**src/rtl/cp0_unit.sv**
```systemverilog
// Coprocessor-0 for the P7 pipelined MIPS core: the SR, Cause, EPC and PRId registers,
// the interrupt/exception request to fetch, and the return address for eret.
module cp0_unit #(
    parameter logic [31:0] PRID = 32'h2021_0701
) (
    input  logic        clk,
    input  logic        reset,
    input  logic        we,
    input  logic [4:0]  cp0_addr,
    input  logic [31:0] din,
    input  logic [31:0] pc_in,
    input  logic        bd_in,
    input  logic [4:0]  exc_code_in,
    input  logic [5:0]  hw_int,
    input  logic        eret,
    output logic [31:0] dout,
    output logic [31:0] epc_out,
    output logic        int_req
);

    localparam logic [4:0]  ADDR_SR    = 5'd12;
    localparam logic [4:0]  ADDR_CAUSE = 5'd13;
    localparam logic [4:0]  ADDR_EPC   = 5'd14;
    localparam logic [4:0]  ADDR_PRID  = 5'd15;
    localparam logic [31:0] WORD_MASK  = 32'hFFFF_FFFC;

    // SR fields
    logic [5:0]  im_reg;
    logic        exl_reg;
    logic        ie_reg;
    // Cause fields
    logic        bd_reg;
    logic [5:0]  ip_reg;
    logic [4:0]  exc_code_reg;
    // EPC, low two bits always zero
    logic [31:0] epc_reg;

    logic        irq;
    logic        exc;
    logic        mtc0_en;
    logic        wr_sr;
    logic        wr_epc;
    logic [31:0] victim_pc;
    logic [31:0] din_word;
    logic [31:0] sr_val;
    logic [31:0] cause_val;

    always_comb begin
        irq = (|(hw_int & im_reg)) & ie_reg & ~exl_reg;
        exc = (exc_code_in != 5'd0) & ~exl_reg;
        // A reset cycle never launches an exception entry into fetch.
        int_req = (irq | exc) & ~reset;
    end

    // Entry suppresses any mtc0 issued in the same cycle.
    always_comb begin
        mtc0_en   = we & ~int_req;
        wr_sr     = mtc0_en & (cp0_addr == ADDR_SR);
        wr_epc    = mtc0_en & (cp0_addr == ADDR_EPC);
        victim_pc = (bd_in ? (pc_in - 32'd4) : pc_in) & WORD_MASK;
        din_word  = din & WORD_MASK;
    end

    always_comb begin
        sr_val    = {16'b0, im_reg, 8'b0, exl_reg, ie_reg};
        cause_val = {bd_reg, 15'b0, ip_reg, 3'b0, exc_code_reg, 2'b0};
    end

    always_ff @(posedge clk) begin
        if (reset) begin
            im_reg       <= 6'd0;
            exl_reg      <= 1'b0;
            ie_reg       <= 1'b0;
            bd_reg       <= 1'b0;
            ip_reg       <= 6'd0;
            exc_code_reg <= 5'd0;
            epc_reg      <= 32'd0;
        end else begin
            // Pending lines stay visible in IP even while a handler runs.
            ip_reg <= hw_int;

            if (int_req) begin
                exl_reg      <= 1'b1;
                bd_reg       <= bd_in;
                exc_code_reg <= irq ? 5'd0 : exc_code_in;
                epc_reg      <= victim_pc;
            end else begin
                if (wr_sr) begin
                    im_reg <= din[15:10];
                    ie_reg <= din[0];
                end
                // eret clears EXL even when din[1] says otherwise.
                if (eret)
                    exl_reg <= 1'b0;
                else if (wr_sr)
                    exl_reg <= din[1];
                if (wr_epc)
                    epc_reg <= din_word;
            end
        end
    end

    always_comb begin
        dout = 32'd0;
        case (cp0_addr)
            ADDR_SR:    dout = sr_val;
            ADDR_CAUSE: dout = cause_val;
            ADDR_EPC:   dout = epc_reg;
            ADDR_PRID:  dout = PRID;
            default:    dout = 32'd0;
        endcase
    end

    // Forward a same-cycle EPC write so an eret right behind it returns to the new address.
    always_comb begin
        epc_out = wr_epc ? din_word : epc_reg;
    end

endmodule

```
**config.mk**
```make
export PLATFORM = sky130hd
export DESIGN_NAME = cp0_unit
export DESIGN_NICKNAME = d
export VERILOG_FILES = /design/src/rtl/cp0_unit.sv
export SDC_FILE = /design/constraint.sdc
export NUM_CORES = 1
export LEC_CHECK = 0
export ABC_AREA = 1
export BUFFER_PORTS_ARGS = -buffer_cell sky130_fd_sc_hd__buf_2
export CORE_ASPECT_RATIO = 0.75
export CORE_MARGIN = 2
export CORE_UTILIZATION = 40
export CTS_CLUSTER_DIAMETER = 200
export DETAILED_ROUTE_END_ITERATION = 12
export PLACE_DENSITY = 0.71
export SLEW_MARGIN = 25
export SYNTH_ARGS = -nofsm -noshare
export SYNTH_HDL_FRONTEND = slang
export SYNTH_SLANG_ARGS = --single-unit
```
**constraint.sdc**
```tcl
create_clock -name clk -period 2.2 [get_ports clk]
set_input_delay 0.33 -clock clk [delete_from_list [all_inputs] [get_ports clk]]
set_output_delay 0.33 -clock clk [all_outputs]
set_load 0.01 [all_outputs]
```
After elaboration in Yosys (flattened, before gate mapping)
Index checks and enable logic that the tools add are counted.

word-level totals
  register bits = 52
  input port bits = 85

operators by class
  $add $sub $neg = 1
  equal/unequal tests = 4
  muxes and demuxes = 8
  bitwise gates (word level) = 12
  reduce and logical (&&, ||, !) cells = 5

operators by type and width
  kind                                                                   count
  32-bit one-hot mux with 4 select lines                                 1
  32-bit two-way mux                                                     3
  32-bit by 3-bit subtractor with 32-bit output (second input constant)  1
  5-bit by 4-bit == test with 1-bit output (second input constant)       4
  1-bit bitwise AND                                                      7
  6-bit bitwise AND                                                      1
  6-bit OR reduction                                                     1
  5-bit two-way mux                                                      1
  5-bit nonzero test                                                     1
  1-bit two-way mux                                                      3
  1-bit NOT                                                              3
  3-bit nonzero test                                                     1
  2-bit AND reduction                                                    1
  2-bit OR reduction                                                     1
  1-bit bitwise OR                                                       1

Depth between registers and ports, before layout
Gate-level depths: netlist of the first run.

  depth in word-level cells = 12
  depth in mapped cells = 14
  mapped depth without buffers = 14

Least setup slack after synthesis of the first run
OpenSTA, ideal clock, no wires.

  kind = input port to output port
  start = in hw_int[2]
  end = out epc_out[25]
  arrival time = 1.315 ns
  required time = 1.870 ns
  path slack = 0.555 ns
  stages on the path = 12
  path through = nand2_1 -> nand2_1 -> nor2_2 -> nand2_2 -> nand2_4 -> nand2_4 -> nand2_8 -> nand3_4 -> buf_6 -> nand2_2 -> nand2_2 -> inv_1

between the ends
  longest elaborated chain between the ends = 10

RTL lines
  what                            RTL line  source
  from (decl)                     14        input logic [5:0] hw_int,
  6-bit bitwise AND               49        irq = (|(hw_int & im_reg)) & ie_reg & ~exl_reg;
  6-bit OR reduction              49
  1-bit bitwise AND (2 in a row)  49
  1-bit bitwise OR                52        int_req = (irq | exc) & ~reset;
  1-bit bitwise AND               52
  1-bit NOT (no source line)      -
  1-bit bitwise AND               57        mtc0_en = we & ~int_req;
  1-bit bitwise AND               59        wr_epc = mtc0_en & (cp0_addr == ADDR_EPC);
  32-bit two-way mux              -
  to (decl)                       17        output logic [31:0] epc_out,

No other way between the ends.

Worst setup path after layout of the first run
  start = reg im_reg[1]
  end = out epc_out[16]

between the ends
  longest elaborated chain between the ends = 10

RTL lines
  what                            RTL line  source
  from (decl)                     28        logic [5:0] im_reg;
  from (signal assigned)          89        im_reg <= din[15:10];
  6-bit bitwise AND               49
  6-bit OR reduction              49
  1-bit bitwise AND (2 in a row)  49
  1-bit bitwise OR                52
  1-bit bitwise AND               52
  1-bit NOT (no source line)      -
  1-bit bitwise AND               57
  1-bit bitwise AND               59
  32-bit two-way mux              -

No other way between the ends.

==> out/results.txt, run 1 <==
Slew @ Worst Pin: 381.3 ps
Die ar.: 10,650 um^2
RSZ-0062 raised after global routing: true
drt total wl: 12,870 um
clock share of power: 30.7%
worst path cell trace: nand2_2 -> nand2_2 -> nor2_2 -> nand2_2 -> nand2_4 -> nand2_8 -> nand2_8 -> nand3_4 -> buf_4 -> nand2_2 -> nand2_1 -> buf_2
# diodes: 0
number of flip-flops in the largest register: 32
PD cells: 495.8 nW/um^2
gr ovfl total: 0
Worst R2R Path Depth: 13
Min Clock Period, post-route: 2128 ps
final number of setup-violating endpoints: 0
WP data required: 1870 ps
fraction of layout cells with a size suffix above 1: 32.01%
internal power: 0.001772 W
Layout Utilization: 55.16%
outcome: finished clean
Clock Tree Root: clkbuf_16
Die X: 118.5 um
Max-slew headroom: 74.52%
H-tree levels: 2
die span in y: 89.89 um
Max Freq: 469.8 MHz
TritonCTS Buffers: 5
hold path depth: 3
cts hold-fix bufs: 0
vias in the first global route: 4,076
Via Count: 4,544
mean post-synth cell area: 6.006 um^2
sequential fraction of the synthesis area: 26.46%
Antenna Violating Nets Remaining: 0
Seq cells post-synth: 52
CP Capture Type: primary output
total power: 0.002631 W
number of remaining DRC errors: 0
initial antenna violation count: 0
Clock Tree Buf Depth: 2
largest net degree at the start of global routing: 29
CTS tree: done
via/cell ratio: 4.829
first-pass GRT wire length: 20,600 um
Clock Sinks: 52
critical path launch point type: register
Std-Cell Rows: 31
most frequent cells in the layout: 150 x nand2_1, 134 x buf_2, 98 x inv_1, 78 x nor2_1, 55 x nand3_1
max-cap check violation count: 0
CP Max Fanout: 7
Core Area: 9619 um^2
Leakage: 2.952 nW
Clock Latency Late Sink: 290 ps
worst min-delay path category: primary input to register
Detailed Routing Iterations Pass 1: 5
Reg clk slew, reported paths: 80 ps
Crit path arrival time: 1800 ps
GPL Wtd Cong: 0.9476
Flop pwr share: 40.4%
Starting DRT DRC Count: 260
Tot GR Track Use: 23.79%
r2r setup slk: 390 ps
num ports: 150
Final Hold Fails: 0
post-synthesis cell area: 3934 um^2
Buffers on Ports: 147
Slew Viols, Final: 0
Layout Area Growth over Synthesis: 34.89%
per-cell routed wire length: 13.68 um
Combinational Power Share: 28.9%
Crit-path slowest cell: dfxtp_2
ratio of final minimum period to clock period: 96.75%
Synth cell types: 38
Synth Net Count: 741
commonest non-fill, non-tap cell in the layout: nand2_1
Post-Route Skew: 12.17 ps
final net count: 894
sw frac: 32.65%
Initial Util: 40.89%
crit-path most repeated cell: nand2_2
net switching power: 0.0008590 W
Cells after Synth: 655
Peak VDD IR: 0.3530 mV
critical path type: register to primary output
CP peak stage delay: 330 ps
synth warn: 0
Post-DP HPWL: 9888 um
-- cell type report --
type | count | area, um^2
multi-input combinational | 467 | 2441
timing repair buffer | 172 | 1091
clock buffer | 5 | 125.1
clock inverter | 3 | 25.02
fill | 1035 | 4313
inverter | 110 | 415.4
sequential | 52 | 1044
tap | 132 | 165.2
-- per-layer routing --
metal / vias up / track usage, % / part of all wire [%]
met4: 0 / 3.869 / 0.97
met3: 14 / 4.759 / 8.1
li1: 2367 / - / -
met1: 1986 / 34.32 / 47
met5: - / 0 / 0
met2: 177 / 37.28 / 43
-- logic make-up after synthesis --
group,Yosys count,synth area share (%)
xor gates and xnor gates,12,2.672
and+or+nand+nor,393,47.33
buffers and inverters,136,14.63
adders and majority gates,1,0.3180
DFF,52,26.46
AOI/OAI and AO/OA,61,8.588
-- cells in the mapped netlist (all sizes together) --
master	count	area (um^2)
a21oi	24	123.9
a22o	1	8.760
a31oi	1	6.260
and2	2	12.51
buf	16	125.1
clkbuf	10	37.54
clkinv	5	18.77
dfxtp	52	1041
ha	1	12.51
inv	105	394.1
nand2	203	873.3
nand3	60	347.8
nand3b	2	15.01
nand4	35	219.0
nor2	85	356.6
nor3	4	25.02
o2111ai	1	8.760
o211ai	6	45.04
o21ai	27	138.9
o22ai	1	6.260
or2	2	12.51
xnor2	5	43.79
xor2	7	61.31
-- worst paths after layout --
kind,end,from
min,ip_reg[0],hw_int[0]
max reg2reg,epc_reg[9],im_reg[1]
min reg2reg,bd_reg,bd_reg
max,epc_out[16],im_reg[1]
-- power by group through the flow --
stage               Clock, W  Combinational (W)  Sequential, W
floorplan                  0           0.000413        0.00107
finish              0.000807           0.000760        0.00106
global route        0.000845           0.000844        0.00107
global placement           0           0.000658        0.00108
CTS                 0.000817           0.000696        0.00106
detailed placement         0           0.000661        0.00108
-- stage by stage --
stage | TNS, ps | setup slack, ps | std cells | hold slack, ps | area, um^2
floorplan | 0 | 555.3 | 655 | 437.0 | 3934
global placement | 0 | 52.22 | 922 | 458.3 | 4790
detailed placement | 0 | 58.29 | 922 | 458.7 | 4790
CTS | 0 | 25.41 | 937 | 245.0 | 5037
global route | -410.7 | -41.87 | 941 | 256.1 | 5306
finish | 0 | 71.53 | 941 | 249.8 | 5306
-- what timing repair did --
item,CTS,global route
pin swaps,1,5
buffers inserted,6,3
resized for setup,3,56
gates cloned,1,1
setup endpoints to repair,32,33
-- worst max-delay path, delay by kind of cell, from the launching register on --
kind	cells	cell delay, ps
buffers and inverters	2	340
DFF	1	330
and+or+nand+nor	10	840
Note: power is estimated with default switching activity, not from simulation.
==> inputs of run 2 (changes only) <==
--- a/config.mk
+++ b/config.mk
@@ -12,6 +12,7 @@
 export CORE_UTILIZATION = 40
 export CTS_CLUSTER_DIAMETER = 200
 export DETAILED_ROUTE_END_ITERATION = 12
+export GPL_ROUTABILITY_DRIVEN = 0
 export PLACE_DENSITY = 0.71
 export SLEW_MARGIN = 25
 export SYNTH_ARGS = -nofsm -noshare
==> constraint.sdc (replaced) <==
create_clock -name clk -period 2.2 [get_ports clk]
set_input_delay 0.33 -clock clk [delete_from_list [all_inputs] [get_ports clk]]
set_output_delay 0.33 -clock clk [all_outputs]
set_load 0.05 [all_outputs]
==> run 2 against run 1 <==
Compared with the run above:
- design area rose by 0.26%
- utilization rose by 0.14 points
- die area did not move
- clock power rose by 15%
- sequential share of layout area fell by 0.051 points
- routed wire length fell by 0.56%
- global-route usage fell by 0.43 points
- register-to-register slack barely moved
- non-clock buffer count fell by 2
- combinational power rose by 26%
- critical endpoint is now epc_out[2]
- largest cell class unchanged
==> out/results.txt, run 2 (synthesis results as in run 1) <==
Max Freq: 459.1 MHz
critical path launch point type: register
Clock Tree Buf Depth: 2
Post-Route Skew: 8.955 ps
Clock Tree Root: clkbuf_16
fin worst setup slack: 21.66 ps
CP Max Fanout: 17
Reg clk slew, reported paths: 70 ps
Layout Utilization: 55.31%
FF-to-FF Start: im_reg[2]
ratio of final minimum period to clock period: 99.02%
Via Count: 4,569
number of flip-flops in the largest register: 32
cts hold-fix bufs: 0
max-cap check violation count: 0
r2r setup slk: 400 ps
CP Capture Type: primary output
Buffers on Ports: 147
outcome: finished clean
DP Worst Slack: 74.27 ps
critical path type: register to primary output
Hold Crit Start: hw_int[0]
commonest non-fill, non-tap cell in the layout: nand2_1
net switching power: 0.001026 W
gr ovfl total: 0
FF-to-FF End: epc_reg[11]
PD cells: 553.5 nW/um^2
Initial Util: 40.89%
Die X: 118.5 um
crit path launch: im_reg[2]
# diodes: 0
CTS tree: done
hold path depth: 3
Die ar.: 10,650 um^2
initial antenna violation count: 0
total power: 0.002945 W
Tot GR Track Use: 23.36%
Layout Area Growth over Synthesis: 35.24%
per-cell routed wire length: 13.63 um
H-tree levels: 2
hold endpoint: ip_reg[0]
most frequent cells in the layout: 152 x nand2_1, 122 x buf_2, 99 x inv_1, 78 x nor2_1, 55 x nand3_1
die span in y: 89.89 um
Detailed Routing Iterations Pass 1: 5
Crit path arrival time: 1850 ps
Post-DP HPWL: 10,030 um
Combinational Power Share: 32.5%
final number of setup-violating endpoints: 0
Min Clock Period, post-route: 2178 ps
drt total wl: 12,800 um
Clock Sinks: 52
vias in the first global route: 4,186
total negative slack: 0 ps
Leakage: 2.950 nW
Clock Latency Late Sink: 290 ps
Starting DRT DRC Count: 296
worst min-delay path category: primary input to register
Max-slew headroom: 75.41%
clock share of power: 31.5%
sw frac: 34.86%
number of remaining DRC errors: 0
Slew @ Worst Pin: 366.0 ps
Antenna Violating Nets Remaining: 0
Peak VDD IR: 0.3814 mV
TritonCTS Buffers: 5
first-pass GRT wire length: 20,280 um
final net count: 892
via/cell ratio: 4.866
Slew Viols, Final: 0
Worst R2R Path Depth: 13
internal power: 0.001918 W
Std-Cell Rows: 31
RSZ-0062 raised after global routing: true
largest net degree at the start of global routing: 45
fraction of layout cells with a size suffix above 1: 31.47%
Final Hold Fails: 0
num ports: 150
WP data required: 1870 ps
Core Area: 9619 um^2
Flop pwr share: 36.0%
==> run 2: cell types whose count changed in the layout (fill, tap and decap cells not counted), sizes merged <==
| cell | previous run | this run |
|---|---|---|
| clkinvlp | 1 | 0 |
| buf | 170 | 169 |
| inv | 107 | 105 |
| bufbuf | 1 | 0 |
| clkinv | 5 | 6 |
| bufinv | 0 | 1 |
| clkbuf | 6 | 7 |
==> run 2: final cells by class <==
| type | count | area (um^2) |
|---|---|---|
| Clock buffer | 6 | 138.9 |
| Multi-Input combinational cell | 467 | 2372 |
| Fill cell | 1030 | 4299 |
| Inverter | 110 | 412.9 |
| Clock inverter | 2 | 38.79 |
| Timing Repair Buffer | 170 | 1149 |
| Tap cell | 132 | 165.2 |
| Sequential cell | 52 | 1044 |
==> run 2: worst max path at each step <==
stage                              to  slack, ps  cells after the start
after floorplan               dout[1]        100                      4
after global placement    epc_out[16]         70                     13
after detailed placement  epc_out[16]         70                     13
after CTS                 epc_out[18]          3                     11
after global routing       epc_out[9]        -90                     12
final                      epc_out[2]         20                     12
==> run 2: critical path, stage by stage, from the launching register on <==
cell and delay (ps):
dfxtp_2 330, nand2_2 60, nand2_2 60, nor2_2 120, nand2_2 80, nand2_4 80, nand2_4 70, nand2_8 90
nand3_4 150, buf_12 210, nand2_2 70, nand2_1 50, buf_2 210
==> run 2: what timing repair did <==
action	in CTS	in global routing
setup endpoints to repair	31	32
hold endpoints to repair	0	0
pin swaps	0	3
gates resized for setup	22	58
gates cloned	0	1
buffers inserted	1	3
==> run 2: stage by stage <==
| stage | instances | hold WS (ps) | cell area (um^2) |
|---|---|---|---|
| 4_1_cts | 935 | 252.0 | 5100 |
| 5_1_grt | 939 | 252.5 | 5320 |
| 3_5_place_dp | 926 | 460.3 | 4857 |
| 3_3_place_gp | 926 | 459.1 | 4857 |
| 6_report | 939 | 252.6 | 5320 |
| 2_1_floorplan | 655 | 437.0 | 3934 |
==> run 2: metal layers <==
| layer | track usage (%) | vias up | wire, um |
|---|---|---|---|
| li1 | - | 2354 | - |
| met1 | 32.75 | 2029 | 6009 |
| met5 | 0 | - | 0 |
| met4 | 3.274 | 0 | 82 |
| met2 | 38.01 | 180 | 5602 |
| met3 | 4.695 | 6 | 1104 |
==> run 2: power groups by stage <==
| stage | Sequential [W] | Combinational [W] | Clock (W) |
|---|---|---|---|
| after floorplan | 0.00107 | 0.000607 | 0 |
| after global placement | 0.00108 | 0.000869 | 0 |
| after detailed placement | 0.00108 | 0.000873 | 0 |
| after CTS | 0.00106 | 0.000900 | 0.000936 |
| after global routing | 0.00107 | 0.00104 | 0.000978 |
| final | 0.00106 | 0.000957 | 0.000928 |
==> inputs of run 3 (changes only) <==
--- a/config.mk
+++ b/config.mk
@@ -7,13 +7,15 @@
 export LEC_CHECK = 0
 export ABC_AREA = 1
 export BUFFER_PORTS_ARGS = -buffer_cell sky130_fd_sc_hd__buf_2
+export CELL_PAD_IN_SITES_DETAIL_PLACEMENT = 0
+export CELL_PAD_IN_SITES_GLOBAL_PLACEMENT = 2
 export CORE_ASPECT_RATIO = 0.75
 export CORE_MARGIN = 2
-export CORE_UTILIZATION = 40
+export CORE_UTILIZATION = 26
 export CTS_CLUSTER_DIAMETER = 200
 export DETAILED_ROUTE_END_ITERATION = 12
 export GPL_ROUTABILITY_DRIVEN = 0
-export PLACE_DENSITY = 0.71
+export PLACE_DENSITY = 0.89
 export SLEW_MARGIN = 25
 export SYNTH_ARGS = -nofsm -noshare
 export SYNTH_HDL_FRONTEND = slang
==> run 3 against run 2 <==
Compared with the run above:
- the run now ends with setup timing left
- clock skew hardly changed
- setup slack worse by 64 ps
- sequential cell count stayed put
- design area rose by 7.7%
- critical path type unchanged
==> out/results.txt, run 3 (synthesis results as in run 1) <==
Slew @ Worst Pin: 437.0 ps
Final Hold Fails: 0
fraction of layout cells with a size suffix above 1: 34.07%
per-cell routed wire length: 14.68 um
Reg clk slew, reported paths: 80 ps
die span in y: 110.5 um
Slew Viols, Final: 0
first-pass GRT wire length: 23,000 um
via/cell ratio: 4.454
final net count: 904
Critical path destination: epc_out[13]
worst min-delay path category: primary input to register
Peak VDD IR: 0.3357 mV
Clock Latency Late Sink: 290 ps
Die ar.: 16,140 um^2
RSZ-0062 raised after global routing: true
max-cap check violation count: 0
Core Area: 14,640 um^2
TritonCTS Buffers: 5
# diodes: 0
final number of setup-violating endpoints: 26
violated checks: setup timing
Clock Tree Buf Depth: 2
FF-to-FF End: im_reg[3]
ratio of final minimum period to clock period: 101.9%
Post-Route Skew: 9.173 ps
metal2 WL: 5887 um
Starting DRT DRC Count: 304
DRT met1 WL: 8187 um
Tot GR Track Use: 17.80%
most frequent cells in the layout: 140 x nand2_1, 114 x buf_2, 98 x inv_1, 78 x nor2_1, 55 x nand3_1
Min Clock Period, post-route: 2243 ps
Die X: 146.0 um
Via Count: 4,539
Detailed Routing Iterations Pass 1: 5
outcome: finished, violations left
total power: 0.002961 W
PD cells: 516.6 nW/um^2
cts hold-fix bufs: 0
drt total wl: 14,960 um
num ports: 150
Initial Util: 26.86%
Max-slew headroom: 70.80%
H-tree levels: 2
filler instances: 1,664
Hold WS: 244.1 ps
Worst R2R Path Depth: 13
Clock Tree Root: clkbuf_16
crit path launch: im_reg[2]
Leakage: 3.048 nW
number of remaining DRC errors: 0
vias in the first global route: 4,245
CP Capture Type: primary output
DR WL met3: 785 um
gr ovfl total: 0
max layer used: met4
hold path depth: 3
critical path launch point type: register
WP data required: 1870 ps
fin worst setup slack: -42.76 ps
CTS tree: done
initial antenna violation count: 1
Max Freq: 445.9 MHz
Placed Instance Area: 4997 um^2
fin area: 5732 um^2
Layout Area Growth over Synthesis: 45.71%
Clock Sinks: 52
number of flip-flops in the largest register: 32
Post-DP HPWL: 11,960 um
critical path type: register to primary output
commonest non-fill, non-tap cell in the layout: nand2_1
largest net degree at the start of global routing: 29
Buffers on Ports: 147
Antenna Violating Nets Remaining: 0
Crit path arrival time: 1910 ps
r2r setup slk: 340 ps
FF-to-FF Start: im_reg[2]
CP Max Fanout: 16
Std-Cell Rows: 38
[run 3: cell types whose count changed in the layout (fill, tap and decap cells not counted), sizes merged]
cell	delta
inv	+1
bufinv	-1
clkinvlp	+1
buf	+11
[run 3: worst max-delay path, stage by stage (launching register included)]
cell	delay, ps
dfxtp_2	330
nand2_2	80
nand2_4	60
nor2_4	110
nand2_2	80
nand2_4	70
nand2_4	70
nand2_8	120
buf_4	130
buf_12	130
nand4_1	160
nand2_4	130
buf_8	140
[run 3: metal layers]
layer / vias to the layer above / global-route usage (%)
li1: 2378 / -
met1: 2037 / 28.27
met2: 117 / 25.50
met3: 7 / 2.851
met4: 0 / 2.071
met5: - / 0
[run 3: layout make-up]
class / instances / area [um^2] / area share, %
Multi-Input combinational cell: 467 / 2501 / 43.64
Tap cell: 200 / 250.2 / 4.366
Sequential cell: 52 / 1044 / 18.21
Clock buffer: 5 / 125.1 / 2.183
Timing Repair Buffer: 182 / 1369 / 23.88
Inverter: 110 / 415.4 / 7.247
Clock inverter: 3 / 27.53 / 0.4802
[run 3: worst min path at each step]
stage / start / end / slack, ps
3_3_place_gp: im_reg[4] / im_reg[4] / 460
6_report: hw_int[0] / ip_reg[0] / 240
4_1_cts: hw_int[0] / ip_reg[0] / 240
5_1_grt: hw_int[4] / ip_reg[4] / 250
3_5_place_dp: exc_code_reg[0] / exc_code_reg[0] / 460
2_1_floorplan: hw_int[0] / ip_reg[0] / 440
[run 3: report_power, final]
group / internal, W / switching, W / leakage, nW
Clock: 0.000433 / 0.000391 / 0.0719
Combinational: 0.000403 / 0.000669 / 2.55
Sequential: 0.00101 / 0.0000496 / 0.430
[run 3: per-stage QoR]
stage          worst slack (ps)  utilization [%]  cells  TNS (ps)
6_report                 -42.76            39.14   1019    -537.3
5_1_grt                  -143.7            39.14   1019     -3554
3_3_place_gp              76.84            34.13    998         0
4_1_cts                  -37.59            36.06   1006    -64.85
2_1_floorplan             100.0                -    655         0
3_5_place_dp              82.72            34.13    998         0
[run 3: what timing repair did]
item                                   in CTS  in global routing
resized for setup                          46                 85
pin swaps                                   1                  9
gates cloned                                0                  3
setup endpoints to repair                  33                 33
setup buffers                               0                 10
endpoints found under the hold margin       0                  0
